[src/rtl/wb_burst_master_if.sv]
// Command-side and Wishbone-side signal bundle for wb_burst_master.
// The master modport is the DUT view; the slave modport is the driver/responder view.
interface wb_burst_master_if #(
  parameter int DW    = 32,
  parameter int AW    = 32,
  parameter int LEN_W = 4
);
  logic            start;
  logic [AW-1:0]   address;
  logic [DW/8-1:0] selection;
  logic            write;
  logic [DW-1:0]   data_wr;
  logic [LEN_W-1:0] burst_len;
  logic [DW-1:0]   data_rd;
  logic            rd_valid;
  logic            wr_next;
  logic            active;
  logic            done;
  logic            error;
  logic            timeout;
  logic [AW-1:0]   wb_adr_o;
  logic [DW-1:0]   wb_dat_o;
  logic [DW/8-1:0] wb_sel_o;
  logic            wb_we_o;
  logic            wb_cyc_o;
  logic            wb_stb_o;
  logic [DW-1:0]   wb_dat_i;
  logic            wb_ack_i;
  logic            wb_err_i;

  modport master (
    input  start, address, selection, write, data_wr, burst_len,
    input  wb_dat_i, wb_ack_i, wb_err_i,
    output data_rd, rd_valid, wr_next, active, done, error, timeout,
    output wb_adr_o, wb_dat_o, wb_sel_o, wb_we_o, wb_cyc_o, wb_stb_o
  );

  modport slave (
    output start, address, selection, write, data_wr, burst_len,
    output wb_dat_i, wb_ack_i, wb_err_i,
    input  data_rd, rd_valid, wr_next, active, done, error, timeout,
    input  wb_adr_o, wb_dat_o, wb_sel_o, wb_we_o, wb_cyc_o, wb_stb_o
  );
endinterface

[src/rtl/wb_burst_master.sv]
// Wishbone classic burst master: incrementing bursts, error capture, per-beat watchdog.
// state  | meaning
// IDLE   | waiting for start
// BUS    | cyc/stb high, waiting for ack/err or watchdog expiry
// GAP    | one cycle with stb low, address step, next write data load
// DONE   | one-cycle done pulse, bus released
module wb_burst_master #(
  parameter int DW      = 32,
  parameter int AW      = 32,
  parameter int LEN_W   = 4,
  parameter int TIMEOUT = 255
) (
  input  logic wb_clk,
  input  logic wb_rst,
  wb_burst_master_if.master bus
);

  localparam logic [1:0] S_IDLE = 2'd0;
  localparam logic [1:0] S_BUS  = 2'd1;
  localparam logic [1:0] S_GAP  = 2'd2;
  localparam logic [1:0] S_DONE = 2'd3;

  localparam int WD_W = (TIMEOUT > 1) ? $clog2(TIMEOUT + 1) : 1;
  // Down-counter loaded with TIMEOUT-1 so expiry lands on the TIMEOUT-th BUS cycle
  localparam logic [WD_W-1:0] WD_LOAD = WD_W'((TIMEOUT > 0) ? TIMEOUT - 1 : 0);

  logic [1:0]       state;
  logic [LEN_W-1:0] beats_left;
  logic [WD_W-1:0]  wd_cnt;
  logic             wd_expired;

  assign wd_expired = (TIMEOUT != 0) && (wd_cnt == '0);

  always_ff @(posedge wb_clk or posedge wb_rst) begin
    if (wb_rst) begin
      state        <= S_IDLE;
      beats_left   <= '0;
      wd_cnt       <= '0;
      bus.data_rd  <= '0;
      bus.rd_valid <= 1'b0;
      bus.wr_next  <= 1'b0;
      bus.active   <= 1'b0;
      bus.done     <= 1'b0;
      bus.error    <= 1'b0;
      bus.timeout  <= 1'b0;
      bus.wb_adr_o <= '0;
      bus.wb_dat_o <= '0;
      bus.wb_sel_o <= '0;
      bus.wb_we_o  <= 1'b0;
      bus.wb_cyc_o <= 1'b0;
      bus.wb_stb_o <= 1'b0;
    end else begin
      bus.rd_valid <= 1'b0;
      bus.wr_next  <= 1'b0;
      bus.done     <= 1'b0;
      case (state)
        S_IDLE: begin
          if (bus.start) begin
            bus.wb_adr_o <= bus.address;
            bus.wb_sel_o <= bus.selection;
            bus.wb_we_o  <= bus.write;
            bus.wb_dat_o <= bus.data_wr;
            bus.wb_cyc_o <= 1'b1;
            bus.wb_stb_o <= 1'b1;
            bus.active   <= 1'b1;
            bus.error    <= 1'b0;
            bus.timeout  <= 1'b0;
            beats_left   <= bus.burst_len;
            wd_cnt       <= WD_LOAD;
            state        <= S_BUS;
          end
        end
        S_BUS: begin
          if (bus.wb_err_i || bus.wb_ack_i || wd_expired) begin
            if (bus.wb_err_i) begin
              bus.error <= 1'b1;
            end else if (bus.wb_ack_i) begin
              if (!bus.wb_we_o) begin
                bus.data_rd  <= bus.wb_dat_i;
                bus.rd_valid <= 1'b1;
              end
            end else begin
              bus.timeout <= 1'b1;
            end
            if (bus.wb_ack_i && !bus.wb_err_i && beats_left != '0) begin
              bus.wr_next  <= bus.wb_we_o;
              bus.wb_stb_o <= 1'b0;
              beats_left   <= beats_left - LEN_W'(1);
              state        <= S_GAP;
            end else begin
              bus.wb_cyc_o <= 1'b0;
              bus.wb_stb_o <= 1'b0;
              bus.active   <= 1'b0;
              bus.done     <= 1'b1;
              state        <= S_DONE;
            end
          end else begin
            wd_cnt <= wd_cnt - WD_W'(1);
          end
        end
        S_GAP: begin
          bus.wb_adr_o <= bus.wb_adr_o + AW'(DW / 8);
          if (bus.wb_we_o) begin
            bus.wb_dat_o <= bus.data_wr;
          end
          bus.wb_stb_o <= 1'b1;
          wd_cnt       <= WD_LOAD;
          state        <= S_BUS;
        end
        S_DONE: begin
          state <= S_IDLE;
        end
        default: begin
          state <= S_IDLE;
        end
      endcase
    end
  end

endmodule

[src/flat_wrapper.sv]
// flat-port wrapper written by rule: the top's interface ports become plain ports
module wb_burst_master_flat 
#(
  parameter int DW      = 32,
  parameter int AW      = 32,
  parameter int LEN_W   = 4,
  parameter int TIMEOUT = 255
)
  (wb_clk, wb_rst, bus_start, bus_address, bus_selection, bus_write, bus_data_wr, bus_burst_len, bus_wb_dat_i, bus_wb_ack_i, bus_wb_err_i, bus_data_rd, bus_rd_valid, bus_wr_next, bus_active, bus_done, bus_error, bus_timeout, bus_wb_adr_o, bus_wb_dat_o, bus_wb_sel_o, bus_wb_we_o, bus_wb_cyc_o, bus_wb_stb_o);
  wb_burst_master_if #(.DW(DW), .AW(AW), .LEN_W(LEN_W)) bus_i ();
  input  logic wb_clk;
  input  logic wb_rst;
  input wire logic [$bits(bus_i.start)-1:0] bus_start;
  input wire logic [$bits(bus_i.address)-1:0] bus_address;
  input wire logic [$bits(bus_i.selection)-1:0] bus_selection;
  input wire logic [$bits(bus_i.write)-1:0] bus_write;
  input wire logic [$bits(bus_i.data_wr)-1:0] bus_data_wr;
  input wire logic [$bits(bus_i.burst_len)-1:0] bus_burst_len;
  input wire logic [$bits(bus_i.wb_dat_i)-1:0] bus_wb_dat_i;
  input wire logic [$bits(bus_i.wb_ack_i)-1:0] bus_wb_ack_i;
  input wire logic [$bits(bus_i.wb_err_i)-1:0] bus_wb_err_i;
  output wire logic [$bits(bus_i.data_rd)-1:0] bus_data_rd;
  output wire logic [$bits(bus_i.rd_valid)-1:0] bus_rd_valid;
  output wire logic [$bits(bus_i.wr_next)-1:0] bus_wr_next;
  output wire logic [$bits(bus_i.active)-1:0] bus_active;
  output wire logic [$bits(bus_i.done)-1:0] bus_done;
  output wire logic [$bits(bus_i.error)-1:0] bus_error;
  output wire logic [$bits(bus_i.timeout)-1:0] bus_timeout;
  output wire logic [$bits(bus_i.wb_adr_o)-1:0] bus_wb_adr_o;
  output wire logic [$bits(bus_i.wb_dat_o)-1:0] bus_wb_dat_o;
  output wire logic [$bits(bus_i.wb_sel_o)-1:0] bus_wb_sel_o;
  output wire logic [$bits(bus_i.wb_we_o)-1:0] bus_wb_we_o;
  output wire logic [$bits(bus_i.wb_cyc_o)-1:0] bus_wb_cyc_o;
  output wire logic [$bits(bus_i.wb_stb_o)-1:0] bus_wb_stb_o;
  assign bus_i.start = bus_start;
  assign bus_i.address = bus_address;
  assign bus_i.selection = bus_selection;
  assign bus_i.write = bus_write;
  assign bus_i.data_wr = bus_data_wr;
  assign bus_i.burst_len = bus_burst_len;
  assign bus_i.wb_dat_i = bus_wb_dat_i;
  assign bus_i.wb_ack_i = bus_wb_ack_i;
  assign bus_i.wb_err_i = bus_wb_err_i;
  assign bus_data_rd = bus_i.data_rd;
  assign bus_rd_valid = bus_i.rd_valid;
  assign bus_wr_next = bus_i.wr_next;
  assign bus_active = bus_i.active;
  assign bus_done = bus_i.done;
  assign bus_error = bus_i.error;
  assign bus_timeout = bus_i.timeout;
  assign bus_wb_adr_o = bus_i.wb_adr_o;
  assign bus_wb_dat_o = bus_i.wb_dat_o;
  assign bus_wb_sel_o = bus_i.wb_sel_o;
  assign bus_wb_we_o = bus_i.wb_we_o;
  assign bus_wb_cyc_o = bus_i.wb_cyc_o;
  assign bus_wb_stb_o = bus_i.wb_stb_o;
  wb_burst_master #(.DW(DW), .AW(AW), .LEN_W(LEN_W), .TIMEOUT(TIMEOUT)) u_core (.wb_clk(wb_clk), .wb_rst(wb_rst), .bus(bus_i));
endmodule
[config.mk]
export PLATFORM = sky130hd
export DESIGN_NAME = wb_burst_master_flat
export DESIGN_NICKNAME = d
export VERILOG_FILES = /design/src/rtl/wb_burst_master_if.sv /design/src/rtl/wb_burst_master.sv /design/src/flat_wrapper.sv
export SDC_FILE = /design/constraint.sdc
export NUM_CORES = 1
export LEC_CHECK = 0
export ABC_AREA = 0
export ABC_CLOCK_PERIOD_IN_PS = 5370
export CAP_MARGIN = 15
export CORE_MARGIN = 4
export CORE_UTILIZATION = 43
export DETAILED_ROUTE_END_ITERATION = 16
export PLACE_DENSITY = 0.8
export SYNTH_ARGS = -nofsm -noshare
export SYNTH_HDL_FRONTEND = slang
export SYNTH_SLANG_ARGS = --single-unit
[constraint.sdc]
create_clock -name wb_clk -period 5.37 [get_ports wb_clk]
set_clock_uncertainty 0.2 [all_clocks]
set_input_delay 0.537 -clock wb_clk [delete_from_list [all_inputs] [get_ports wb_clk]]
set_output_delay 0.537 -clock wb_clk [all_outputs]
set_load 0.005 [all_outputs]
==> metrics.log <==
INFO  metric run_status = complete, no violations
INFO  metric core_area = 0.0122 sq mm
INFO  metric clock_tree.buffer_depth = 2
INFO  metric vias = 4748
INFO  metric cts_buffers = 17
INFO  metric yosys_most_used_dff = sky130_fd_sc_hd__dfrtp_1
INFO  metric final.min_clock_period = 2.70 ns
INFO  metric layout-area-overhead-vs-synth = 56.1%
INFO  metric final.setup.tns = 0 ns
INFO  metric avgRoutedWirePerCell = 18.2 microns
INFO  metric drive_gt1_share = 15.8%
INFO  metric cts_hold_buffers = 0
INFO  metric syn_inst = 486
INFO  metric cp_max_fo = 20
INFO  metric cts_sinks = 122
INFO  metric antenna-diode-count = 0
INFO  metric finish.net_count = 821
INFO  metric max_slew_margin = 54.1%
INFO  metric critical_path.endpoint_type = flop
INFO  metric hold_viol_final = 0
INFO  metric drc = 0
INFO  metric floorplan.die.width = 120 microns
INFO  metric floorplan.io_pins = 219
INFO  metric synth.cell_area = 0.00541 sq mm
INFO  metric dpl.hpwl = 11700 microns
INFO  metric grt_overflow = 0
INFO  metric post_cts.resized_instances = 0
INFO  metric row_count = 40
INFO  metric worstSetupPathType = reg -> reg
INFO  metric first_pass_detailed_route_iteration_total = 5
INFO  metric mostFrequentLayoutCell = sky130_fd_sc_hd__clkdlybuf4s50_1
INFO  metric synth_area_leaders = sky130_fd_sc_hd__dfrtp_1, sky130_fd_sc_hd__mux2_2, sky130_fd_sc_hd__nand2_1
INFO  metric ys.warnings.count = 0
INFO  metric power.density_cell_area = 594 mW/mm^2
INFO  metric grt_first_pass_wirelength = 26100 microns
INFO  metric postSynthRegisterBits = 122
INFO  metric route.antenna.remaining_nets = 0
INFO  metric track_usage = 23.0%
INFO  metric io_buf_count = 218
INFO  metric clk_pin_slew_worst_paths = 0.05 ns
INFO  metric gp_congestion = 0.872
INFO  metric detail_route.iter0.violations = 402
INFO  metric maxCapViolations = 0
INFO  metric async_flop_share = 100%
INFO  metric clk_latency = 0.41 ns
INFO  metric required_time_worst_endpoint = 5.46 ns
INFO  metric grt_start_max_net_pins = 88
INFO  metric timing.critical_path.from_type = flop
INFO  metric yosysTopAreaCellShare = 56.4%
INFO  metric tritoncts = yes
INFO  metric leakagePower = 3.40 nW
INFO  metric synth_cell_type_count = 49
INFO  metric power = 5.02 mW
INFO  metric antenna_found_initial = 0
INFO  metric power.ir.vdd_worst = 0.000358 V
INFO  metric post-cts-setup-buffer-count = 0
INFO  metric final_min_period_over_clock_period = 50.2%
INFO  metric fp.dieH = 120 microns
INFO  metric edff_count_synth = 0
INFO  metric worst-slew-pin-transition = 0.689 ns
INFO  metric report.final.slew_viol_count = 0
INFO  metric hold_path_class = in -> async
INFO  metric cts-htree-levels = 4
INFO  metric route.detailed.vias_per_inst = 5.35
INFO  metric layout_common_cells = sky130_fd_sc_hd__clkdlybuf4s50_1, sky130_fd_sc_hd__dfrtp_1, sky130_fd_sc_hd__mux2_2
INFO  metric worstReg2RegStart = u_core.state[0]$_DFFE_PP0P_
INFO  metric syn-mean-instance-area = 11.1 sq um
INFO  metric design.die.area = 0.0144 sq mm
INFO  metric floorplan.initialDensity = 44.5%
INFO  metric synth-seq-area-share = 56.4%
INFO  metric timing.fmax = 371 MHz
INFO  metric timing.critical_path.from = u_core.state[0]$_DFFE_PP0P_
INFO  metric net_count_after_synthesis = 600
INFO  metric via_count_of_the_first_global_routing_pass = 4999
INFO  metric rsz0062_at_grt = no
INFO  metric cp_data_arrival_time = 2.79 ns
INFO  metric synthDominantAreaCellType = sky130_fd_sc_hd__dfrtp_1
INFO  metric setup_violations = 0
INFO  metric root_buffer = sky130_fd_sc_hd__clkbuf_16
INFO  metric drt-total-wl = 16200 microns
Yosys cell counts (6+ instances only):
cell	instances
sky130_fd_sc_hd__a31oi_1	6
sky130_fd_sc_hd__nor3_1	19
sky130_fd_sc_hd__o211ai_1	14
sky130_fd_sc_hd__nand3_1	23
sky130_fd_sc_hd__nor4_1	8
sky130_fd_sc_hd__a211oi_1	7
sky130_fd_sc_hd__inv_1	10
sky130_fd_sc_hd__nand2_1	62
sky130_fd_sc_hd__a21oi_1	18
sky130_fd_sc_hd__o21ai_0	7
sky130_fd_sc_hd__mux2_2	64
sky130_fd_sc_hd__nor2_1	35
sky130_fd_sc_hd__dfrtp_1	122
sky130_fd_sc_hd__clkbuf_1	15
registers in the layout, summed over array words and instances (netlist names):
register             cells
u_core.bus.wb_adr_o     32
u_core.bus.data_rd      32
u_core.bus.wb_sel_o      4
u_core.bus.rd_valid      1
u_core.beats_left        4
u_core.bus.active        1
u_core.state             2
u_core.bus.wb_we_o       1
u_core.bus.wr_next       1
u_core.bus.done          1
u_core.wd_cnt            8
u_core.bus.error         1
u_core.bus.wb_stb_o      1
u_core.bus.timeout       1
u_core.bus.wb_dat_o     32
stage by stage:
| stage | utilization, % | instances | cell area (sq um) | hold WS (ns) | worst slack [ns] |
|---|---|---|---|---|---|
| 2_1_floorplan | - | 486 | 5410 | 0.270 | 1.39 |
| 3_3_place_gp | 63.8 | 855 | 7750 | 0.265 | 2.63 |
| 3_5_place_dp | 63.8 | 855 | 7750 | 0.271 | 2.58 |
| 4_1_cts | 69.2 | 887 | 8420 | 0.285 | 2.70 |
| 5_1_grt | 69.5 | 888 | 8450 | 0.245 | 2.50 |
| 6_report | 69.5 | 888 | 8450 | 0.237 | 2.67 |
worst paths after layout:
path	to	slack (ns)	cells past startpoint
setup / recovery	u_core.wd_cnt[7]$_DFFE_PP0P_	2.67	5
hold / removal	u_core.bus.wb_dat_o[1]$_DFFE_PP0P_	0.24	2
setup reg to reg	u_core.wd_cnt[7]$_DFFE_PP0P_	2.67	5
hold reg to reg	u_core.bus.wb_adr_o[1]$_DFFE_PP0P_	0.28	2
max in group asynchronous	u_core.bus.wb_adr_o[31]$_DFFE_PP0P_	3.61	4
min in group wb_clk	u_core.bus.wb_adr_o[1]$_DFFE_PP0P_	0.28	2
worst max-delay path, cell delays in order, from the launching register on:
cell and delay (ns):
sky130_fd_sc_hd__dfrtp_1 0.70, sky130_fd_sc_hd__nand2b_1 0.39, sky130_fd_sc_hd__a311o_1 0.52, sky130_fd_sc_hd__a2111oi_0 0.53
sky130_fd_sc_hd__xnor2_1 0.18, sky130_fd_sc_hd__nand2_1 0.07
where the power goes:
part | switching [mW] | internal (mW)
Clock | 0.410 | 0.881
Combinational | 0.751 | 1.22
Sequential | 0.402 | 1.36
per-layer routing:
| metal | vias up | global-route usage (%) | part of all wire (%) |
|---|---|---|---|
| met3 | 27 | 11.6 | 11 |
| li1 | 2203 | - | - |
| met4 | 0 | 7.95 | 2.1 |
| met1 | 2312 | 25.8 | 38 |
| met5 | - | 0 | 0 |
| met2 | 206 | 38.0 | 49 |
area by class of cell:
| class | instances | area [sq um] |
|---|---|---|
| fillers | 877 | 3710 |
| repair buffers | 224 | 2250 |
| multi-input cells | 332 | 2230 |
| well taps | 168 | 210 |
| inverters | 10 | 40.0 |
| clock buffers | 20 | 447 |
| flip-flops and latches | 122 | 3050 |
| clock inverters | 12 | 220 |
cell families after synthesis:
kind of cell,count (synthesis),share of synthesized area (%)
buffers and inverters,32,2.54
AND/OR/NAND/NOR,184,16.4
flip-flops,122,56.4
AO/OA/AOI/OAI,75,9.60
multiplexers,64,13.3
XOR/XNOR,5,0.809
adder cells (fa/ha/maj),4,0.925
No activity file was read; power rests on OpenSTA's default activity.
